===== config.mk =====
export PLATFORM = sky130hd
export DESIGN_NAME = vsalu_sched_flat
export DESIGN_NICKNAME = d
export VERILOG_FILES = /design/src/rtl/vsalu_sched_pkg.sv /design/src/rtl/vsalu_sched_if.sv /design/src/rtl/vsalu_rr_arb2.sv /design/src/rtl/vsalu_sched.sv /design/src/flat_wrapper.sv
export SDC_FILE = /design/constraint.sdc
export NUM_CORES = 1
export LEC_CHECK = 0
export BUFFER_PORTS_ARGS = -buffer_cell sky130_fd_sc_hd__buf_2
export CAP_MARGIN = 20
export CORE_MARGIN = 8
export CORE_UTILIZATION = 25
export DETAILED_ROUTE_END_ITERATION = 16
export SYNTH_ARGS = -nofsm -noshare
export SYNTH_HDL_FRONTEND = slang
export SYNTH_SLANG_ARGS = --single-unit

===== constraint.sdc =====
create_clock -name clk -period 1.6 [get_ports clk]
set_input_delay 0.08 -clock clk [delete_from_list [all_inputs] [get_ports clk]]
set_output_delay 0.08 -clock clk [all_outputs]
set_load 0.05 [all_outputs]

===== src/rtl/vsalu_sched_pkg.sv =====
// ============================================================================
// Module      : vsalu_pkg
// Description : Shared constants for the VSALU scheduler: opcode map,
//               divide-by-zero result and FSM state encoding.
// Revision    : 1.0 - initial release
// ============================================================================
`default_nettype none

package vsalu_pkg;

  localparam logic [3:0] OP_ADD  = 4'h0;
  localparam logic [3:0] OP_SUB  = 4'h1;
  localparam logic [3:0] OP_MUL  = 4'h2;
  localparam logic [3:0] OP_DIV  = 4'h3;
  localparam logic [3:0] OP_MOD  = 4'h4;
  localparam logic [3:0] OP_AND  = 4'h5;
  localparam logic [3:0] OP_OR   = 4'h6;
  localparam logic [3:0] OP_XOR  = 4'h7;
  localparam logic [3:0] OP_NOT  = 4'h8;
  localparam logic [3:0] OP_NOR  = 4'h9;
  localparam logic [3:0] OP_SHL  = 4'hA;
  localparam logic [3:0] OP_SHR  = 4'hB;

  // Highest implemented opcode; anything above is flagged as an error
  localparam logic [3:0] OP_LAST = 4'hB;

  // Result reported for a divide by zero
  localparam logic [7:0] DIV0_RESULT = 8'hFF;

  typedef enum logic [1:0] {
    IDLE = 2'd0,
    EXEC = 2'd1,
    RESP = 2'd2
  } state_t;

endpackage

`default_nettype wire


===== src/rtl/vsalu_sched_if.sv =====
// ============================================================================
// Module      : vsalu_sched_if
// Description : Two-requester operation/response bus of the VSALU scheduler.
//               Lane i of each packed vector belongs to requester i.
// Revision    : 1.0 - initial release
// ============================================================================
`default_nettype none

interface vsalu_sched_if #(
  parameter int DW  = 8,
  parameter int OPW = 4
);

  logic [1:0]       req_valid;
  logic [1:0]       req_ready;
  logic [2*DW-1:0]  req_opa;
  logic [2*DW-1:0]  req_opb;
  logic [2*OPW-1:0] req_op;
  logic [1:0]       rsp_valid;
  logic [1:0]       rsp_ready;
  logic [DW-1:0]    rsp_data;
  logic             rsp_err;

  // Requester side
  modport master (
    output req_valid, req_opa, req_opb, req_op, rsp_ready,
    input  req_ready, rsp_valid, rsp_data, rsp_err
  );

  // Scheduler side
  modport slave (
    input  req_valid, req_opa, req_opb, req_op, rsp_ready,
    output req_ready, rsp_valid, rsp_data, rsp_err
  );

endinterface

`default_nettype wire


===== src/rtl/vsalu_rr_arb2.sv =====
// ============================================================================
// Module      : vsalu_rr_arb2
// Description : Two-way round-robin arbiter. On contention the requester
//               that did not win last time is granted. Grant is one-hot.
// Revision    : 1.0 - initial release
// ============================================================================
`default_nettype none

module vsalu_rr_arb2 (
  input  logic [1:0] req,
  input  logic       en,
  input  logic       last_grant,
  output logic [1:0] grant
);

  // One-hot grant, suppressed entirely when not enabled
  always_comb begin
    grant = 2'b00;
    if (en) begin
      case (req)
        2'b01:   grant = 2'b01;
        2'b10:   grant = 2'b10;
        2'b11:   grant = last_grant ? 2'b01 : 2'b10;
        default: grant = 2'b00;
      endcase
    end
  end

endmodule

`default_nettype wire


===== src/rtl/vsalu_sched.sv =====
// ============================================================================
// Module      : vsalu_sched
// Description : Shares one combinational VSALU between two requesters.
//               IDLE grants and latches operands, EXEC samples the ALU,
//               RESP holds the result until the granted requester takes it.
// Revision    : 1.0 - initial release
// ============================================================================
`default_nettype none

module vsalu_sched
  import vsalu_pkg::*;
#(
  parameter int DW  = 8,
  parameter int OPW = 4
) (
  input  logic            clk,
  input  logic            rst_n,
  vsalu_sched_if.slave    bus,
  output logic [DW-1:0]   alu_opa,
  output logic [DW-1:0]   alu_opb,
  output logic [OPW-1:0]  alu_mux,
  input  logic [DW-1:0]   alu_result,
  output logic            busy
);

  state_t           r_state;
  logic             r_last_grant;
  logic             r_gidx;
  logic [DW-1:0]    r_opa;
  logic [DW-1:0]    r_opb;
  logic [OPW-1:0]   r_mux;
  logic [1:0]       r_rsp_valid;
  logic [DW-1:0]    r_rsp_data;
  logic             r_rsp_err;

  logic             w_arb_en;
  logic [1:0]       w_grant;
  logic             w_gsel;
  logic [DW-1:0]    w_sel_opa;
  logic [DW-1:0]    w_sel_opb;
  logic [OPW-1:0]   w_sel_op;
  logic             w_div0;
  logic             w_illegal;

  // Requests are only considered in IDLE and never while reset is held
  assign w_arb_en = rst_n && (r_state == IDLE);

  vsalu_rr_arb2 u_arb (
    .req        (bus.req_valid),
    .en         (w_arb_en),
    .last_grant (r_last_grant),
    .grant      (w_grant)
  );

  assign w_gsel    = w_grant[1];
  assign w_sel_opa = w_gsel ? bus.req_opa[2*DW-1:DW]  : bus.req_opa[DW-1:0];
  assign w_sel_opb = w_gsel ? bus.req_opb[2*DW-1:DW]  : bus.req_opb[DW-1:0];
  assign w_sel_op  = w_gsel ? bus.req_op[2*OPW-1:OPW] : bus.req_op[OPW-1:0];

  assign w_illegal = (r_mux > OPW'(OP_LAST));
  assign w_div0    = (r_mux == OPW'(OP_DIV)) && (r_opb == '0);

  assign bus.req_ready = w_grant;
  assign bus.rsp_valid = r_rsp_valid;
  assign bus.rsp_data  = r_rsp_data;
  assign bus.rsp_err   = r_rsp_err;
  assign alu_opa       = r_opa;
  assign alu_opb       = r_opb;
  assign alu_mux       = r_mux;
  assign busy          = (r_state != IDLE);

  // Scheduler FSM: grant/latch, sample ALU, hold response until consumed
  always_ff @(posedge clk or negedge rst_n) begin
    if (!rst_n) begin
      r_state      <= IDLE;
      r_last_grant <= 1'b1;
      r_gidx       <= 1'b0;
      r_opa        <= '0;
      r_opb        <= '0;
      r_mux        <= '0;
      r_rsp_valid  <= 2'b00;
      r_rsp_data   <= '0;
      r_rsp_err    <= 1'b0;
    end else begin
      case (r_state)
        IDLE: begin
          if (w_grant != 2'b00) begin
            r_gidx       <= w_gsel;
            r_last_grant <= w_gsel;
            r_opa        <= w_sel_opa;
            r_opb        <= w_sel_opb;
            r_mux        <= w_sel_op;
            r_state      <= EXEC;
          end
        end
        EXEC: begin
          if (w_illegal) begin
            r_rsp_data <= '0;
            r_rsp_err  <= 1'b1;
          end else if (w_div0) begin
            r_rsp_data <= DW'(DIV0_RESULT);
            r_rsp_err  <= 1'b1;
          end else begin
            r_rsp_data <= alu_result;
            r_rsp_err  <= 1'b0;
          end
          r_rsp_valid <= r_gidx ? 2'b10 : 2'b01;
          r_state     <= RESP;
        end
        RESP: begin
          if (bus.rsp_ready[r_gidx]) begin
            r_rsp_valid <= 2'b00;
            r_state     <= IDLE;
          end
        end
        default: r_state <= IDLE;
      endcase
    end
  end

endmodule

`default_nettype wire


===== src/flat_wrapper.sv =====
// flat-port wrapper written by rule: the top's interface ports become plain ports
module vsalu_sched_flat import vsalu_pkg::*;
#(
  parameter int DW  = 8,
  parameter int OPW = 4
)
  (clk, rst_n, alu_opa, alu_opb, alu_mux, alu_result, busy, bus_req_valid, bus_req_opa, bus_req_opb, bus_req_op, bus_rsp_ready, bus_req_ready, bus_rsp_valid, bus_rsp_data, bus_rsp_err);
  vsalu_sched_if #(.DW(DW), .OPW(OPW)) bus_i ();
  input  logic clk;
  input  logic rst_n;
  output logic [DW-1:0] alu_opa;
  output logic [DW-1:0] alu_opb;
  output logic [OPW-1:0] alu_mux;
  input  logic [DW-1:0] alu_result;
  output logic busy;
  input wire logic [$bits(bus_i.req_valid)-1:0] bus_req_valid;
  input wire logic [$bits(bus_i.req_opa)-1:0] bus_req_opa;
  input wire logic [$bits(bus_i.req_opb)-1:0] bus_req_opb;
  input wire logic [$bits(bus_i.req_op)-1:0] bus_req_op;
  input wire logic [$bits(bus_i.rsp_ready)-1:0] bus_rsp_ready;
  output wire logic [$bits(bus_i.req_ready)-1:0] bus_req_ready;
  output wire logic [$bits(bus_i.rsp_valid)-1:0] bus_rsp_valid;
  output wire logic [$bits(bus_i.rsp_data)-1:0] bus_rsp_data;
  output wire logic [$bits(bus_i.rsp_err)-1:0] bus_rsp_err;
  assign bus_i.req_valid = bus_req_valid;
  assign bus_i.req_opa = bus_req_opa;
  assign bus_i.req_opb = bus_req_opb;
  assign bus_i.req_op = bus_req_op;
  assign bus_i.rsp_ready = bus_rsp_ready;
  assign bus_req_ready = bus_i.req_ready;
  assign bus_rsp_valid = bus_i.rsp_valid;
  assign bus_rsp_data = bus_i.rsp_data;
  assign bus_rsp_err = bus_i.rsp_err;
  vsalu_sched #(.DW(DW), .OPW(OPW)) u_core (.clk(clk), .rst_n(rst_n), .bus(bus_i), .alu_opa(alu_opa), .alu_opb(alu_opb), .alu_mux(alu_mux), .alu_result(alu_result), .busy(busy));
endmodule

Yosys cells after proc, flatten, opt, wreduce, memory -nomap -nowiden --
Index checks and enable logic that the tools add are counted.
Cells by class: $lt $le $gt $ge 2, eq/ne operators 8, reduce and logical (&&, ||, !) cells 10, muxes and demuxes 17
Operators by type and width (count):
- $mux W8 | 4
- $pmux W2 S3 | 2
- $mux W2 | 5
- $logic_not A8 Y1 | 1
- $eq A2 B2 Y1 const B | 3
- $reduce_and A2 Y1 | 3
- $reduce_bool A2 Y1 | 3
- $eq A2 B1 Y1 const B | 2
- $eq A4 B2 Y1 const B | 1
- $gt A4 B4 Y1 const B | 1
- $mux W1 | 4
- $mux W4 | 1
- $pmux W2 S2 | 1
- $logic_and A1 B1 Y1 | 2
- $logic_not A2 Y1 | 1
- $lt A1 B2 Y1 const B | 1
- $ne A2 B1 Y1 const B | 1
- $ne A2 B2 Y1 const B | 1
Storage, ports and cells: bits in registers 35, output and inout port bits 34, bits of input ports 54, word-level logic and storage cells 46

Longest topological paths before layout --
word-level depth 6, gate-level depth with buffers 5, mapped depth without buffers 3

By module --
A second synthesis with hierarchy kept.
Unflattened totals: cells, all modules 142, area, all modules 1836.8 sq um
By module, submodules not included:
- vsalu_sched | cells an instance 137, area each 1815.5 sq um, sequential area each 877.1 sq um, instances 1
- vsalu_rr_arb2 | cells an instance 5, area each 21.3 sq um, sequential area each 0.0 sq um, instances 1

Least setup slack after synthesis --
Ideal clock, no wire load.
kind register to register, start point reg u_core.r_state[1], end point reg u_core.r_gidx, path buffers 1, library setup time 0.068 ns, slack -0.230 ns, period minus slack after synthesis 1.830 ns, stages on the path, launching flop included 5, data required time 1.532 ns, arrival 1.762 ns, cells stage by stage dfrtp_1 -> buf_6 -> or3b_4 -> nor2_1 -> a21o_1
On the way: longest elaborated chain between the ends 5
RTL lines:
- from (decl) | RTL line vsalu_sched.sv:26 | state_t r_state;
- from (signal assigned) | RTL line vsalu_sched.sv:75 | r_state <= IDLE;
- from (signal assigned) | RTL line vsalu_sched.sv:93 | r_state <= EXEC;
- from (signal assigned) | RTL line vsalu_sched.sv:108 | r_state <= RESP;
- $logic_not A2 Y1 * | RTL line vsalu_sched.sv:46 | assign w_arb_en = rst_n && (r_state == IDLE);
- $logic_and A1 B1 Y1 * | RTL line vsalu_sched.sv:46
- $mux W2 * | RTL line vsalu_rr_arb2.sv:19 | if (en) begin
- via bus_req_ready[1] | RTL line flat_wrapper.sv:21 | output wire logic [$bits(bus_i.req_ready)-1:0] bus_req_ready;
- $reduce_bool A2 Y1 | RTL line vsalu_sched.sv:87 | if (w_grant != 2'b00) begin
- $reduce_and A2 Y1 (no line)
- to (signal assigned) | RTL line vsalu_sched.sv:88 | r_gidx <= w_gsel;
- to (decl) | RTL line vsalu_sched.sv:28 | logic r_gidx;
The timed path passes the listed nets; every way through them passes the cells marked *. A chain may end at the register's enable or synchronous reset.

Worst setup path in the final report --
start point reg u_core.r_state[1], end point out bus_req_ready[1]
On the way: longest elaborated chain between the ends 3
RTL lines (RTL line):
- $logic_not A2 Y1 | vsalu_sched.sv:46
- $logic_and A1 B1 Y1 | vsalu_sched.sv:46
- $mux W2 | vsalu_rr_arb2.sv:19
- to (decl) | flat_wrapper.sv:21
No other way between the ends.

==> results.yml <==
run_status:
  outcome: "finished, final reports clean"
power_and_ir_drop:
  p_per_area_nw_per_um2: 2097
  p_leak_nw: 1.157
  peakVddDrop_mv: 0.9549
place:
  gp_congestion: 0.7385
  place_area_um2: 2396
  dpl.hpwl_um: 4666
  numPortBuffers: 87
logic_synthesis:
  synth_nets: 246
  synth_area_leader_cell: "dfrtp_1"
  synth_top_area_share_pct: 47.52
  syn_area_um2: 1790
  synthCells: 192
  synthFlopType: "dfrtp_1"
  async_flop_share_pct: 100.0
  synth.ff_latch_count: 35
  ys_top_cells_by_area: "dfrtp_1, a31oi_1, o21ai_1"
  syn-mean-instance-area_um2: 9.325
  yosysUniqueCellTypes: 33
  synth_edf_count: 0
  yosys_warnings: 0
  ys_seq_area_share_pct: 48.99
timing:
  hold_viol: 0
  setup_viol: 0
  rsz0062_at_grt: "false"
  fin_crit_sh_pct: 96.69
  maxSlewHeadroom_pct: 61.40
  tightest_slew_ns: 0.5776
  timing.fmax_mhz: 646.4
  setup_tns_ns: 0
  drv_slew: 0
  clock_skew_ns: 0.004221
  min_period_ns: 1.547
setup_path:
  crit_family: "simple AND/OR/NAND/NOR gates"
  cp.depth: 3
  worstSetupStartpoint: "u_core.r_state[1]$_DFFE_PN0P_"
  worstPathArrival_ns: 1.47
  worst-path-buf-inv: 1
  startpoint_type: "register"
  reg2reg_slack_ns: 0.17
  path_class: "register to primary output"
  slowest_stage: "or3b_4"
  r2r_cells: 4
  slowest_delay_ns: 0.44
  required_ns: 1.52
  cp_max_fo: 3
  crit_end: "bus_req_ready[1]"
  rr_startpoint: "u_core.r_state[1]$_DFFE_PN0P_"
  reg2reg_to: "u_core.alu_mux[2]$_DFFE_PN0P_"
  crit_path_end_kind: "primary output"
  path_cells: "or3b_4, nor2_4, buf_8"
route:
  drt_wl_total_um: 6227
  postRouteAntennaNets: 0
  vias: 1877
  m1WireLength_um: 2706
  via_per_inst: 4.825
  drc: 0
  dr_wl_met3_um: 550
  wl_per_cell_um: 16.01
  wl_met2_um: 2896
  drt_iter0_markers: 80
  top_layer_used: "met4"
  drt_first_pass_iters: 4
clocking:
  cts_made_buffers: 5
  cts_num_sinks: 35
  cts_tree: "done"
  cts_htree_levels: 2
  clock_latency_ns: 0.28
  clk_pin_slew_ns: 0.08
  cts-root-buf: "clkbuf_8"
  cts_max_path_buffers: 2
finish:
  diodes: 0
  multi_input_area_um2: 822.0
  area_growth_pct: 40.88
  final_nets: 343
  nFillCells: 738
  regArea_um2: 877.1
  fin_area_um2: 2522
  layout-drive-gt1-share_pct: 42.76
grt:
  antenna_found_initial: 0
  grt_pass1_wl_um: 10220
  grt_pass1_vias: 2102
  grt_start_max_net_pins: 27
  track_usage_pct: 12.76
  grt_overflow: 0
hold_path:
  hp-class: "input pin to register"
run:
  cap_viol_max_count: 0
floorplan:
  die_h_um: 100.6
  rows: 31
  die_area_um2: 10130
  core-area_um2: 7098
  ios: 88
  initial_core_util_pct: 25.22
  fp.dieW_um: 100.6
[placed cells by master, fill, tap and decap left out, types with 2 or more instances in the layout]
master | synthesis | routed
nand2b_1 | 3 | 3
inv_1 | 2 | 2
a21oi_1 | 21 | 21
clkinv_2 | 0 | 3
nor4_4 | 2 | 2
buf_2 | 6 | 85
o21ai_1 | 28 | 28
nand3_1 | 21 | 21
a21o_1 | 3 | 3
nand2_1 | 11 | 11
nand3b_1 | 2 | 2
buf_4 | 1 | 21
o21ai_0 | 2 | 2
clkbuf_8 | 0 | 5
dfrtp_1 | 34 | 34
nor2_1 | 3 | 2
a31oi_1 | 28 | 28
[worst min-delay path, stage by stage]
cell	delay [ns]
buf_2	0.07
a31oi_1	0.03
o21ai_1	0.10
[worst min-delay path by stage]
stage / to / cells past startpoint / start
2_1_floorplan: u_core.alu_mux[0]$_DFFE_PN0P_ / 0 / rst_n
3_3_place_gp: u_core.alu_mux[3]$_DFFE_PN0P_ / 2 / rst_n
3_5_place_dp: u_core.alu_opb[3]$_DFFE_PN0P_ / 2 / rst_n
4_1_cts: u_core.bus.rsp_data[6]$_DFFE_PN0P_ / 3 / alu_result[6]
5_1_grt: u_core.bus.rsp_data[6]$_DFFE_PN0P_ / 3 / alu_result[6]
6_report: u_core.bus.rsp_data[6]$_DFFE_PN0P_ / 3 / alu_result[6]
[cell type report]
class                   count  area share (%)
clock inverters             3          0.5952
well taps                  99           4.911
flip-flops and latches     35           34.77
clock buffers               5           2.728
repair buffers            108           24.11
multi-input cells         137           32.59
inverters                   2          0.2976
[Yosys cell counts, types with 2 or more instances]
cell type and instances:
o21ai_0 2, dfrtp_1 34, inv_1 2, nand2b_1 3, nand2_1 11, a31oi_1 28
buf_2 6, clkbuf_1 5, a21o_1 3, nor2_1 3, o21ai_1 28, nor4_4 2
a21oi_1 21, buf_6 3, nand3_1 21, buf_1 2, nand3b_1 2
[through the flow]
step	hold slack [ns]	power, W	utilization (%)	std cells	setup slack (ns)
final	0.03944	0.005290	35.54	389	0.05295
after global routing	0.03534	0.005651	35.54	389	0.01183
after CTS	0.02802	0.005352	35.48	389	0.02459
after detailed placement	0.05560	0.004678	33.76	379	0.02157
after global placement	0.05167	0.004632	33.76	379	0.04500
after floorplan	-0.2156	0.003815	-	192	0.01749
[flip-flops by register name, indices dropped and copies added, names as in the netlist]
name and flops:
u_core.alu_opa 8, u_core.alu_opb 8, u_core.bus.rsp_data 8, u_core.alu_mux 4
u_core.bus.rsp_valid 2, u_core.r_state 2, u_core.bus.rsp_err 1, u_core.r_gidx 1
u_core.r_last_grant 1
[timing repair]
item | CTS | global route
resized for setup | 5 | 1
endpoints found under the hold margin | 35 | 0
buffers inserted | 1 | 0
pin swaps | 1 | 1
hold buffers | 1 | 0
cloned | 0 | 0
setup endpoints to repair | 3 | 1
[power breakdown]
| group | total (W) | internal (W) | switching [W] |
|---|---|---|---|
| clock | 0.000627 | 0.000298 | 0.000329 |
| sequential | 0.00164 | 0.00130 | 0.000346 |
| combinational | 0.00302 | 0.000826 | 0.00220 |
| total | 0.00529 | 0.00242 | 0.00287 |
[cells by family (layout without fill, tap and decap cells)]
group / Yosys count / in the layout / synth area share, %
DFF: 35 / 35 / 48.99
buffers and inverters: 20 / 118 / 6.150
and+or+nand+nor: 50 / 50 / 17.19
AOI/OAI and AO/OA: 87 / 87 / 27.67
[per-layer routing]
metal / vias up / global-route usage, %
met5: - / 0
met4: 0 / 4.186
met3: 8 / 4.351
met2: 81 / 21.29
met1: 879 / 14.88
li1: 909 / -
Power figures use the tool's default switching activity.
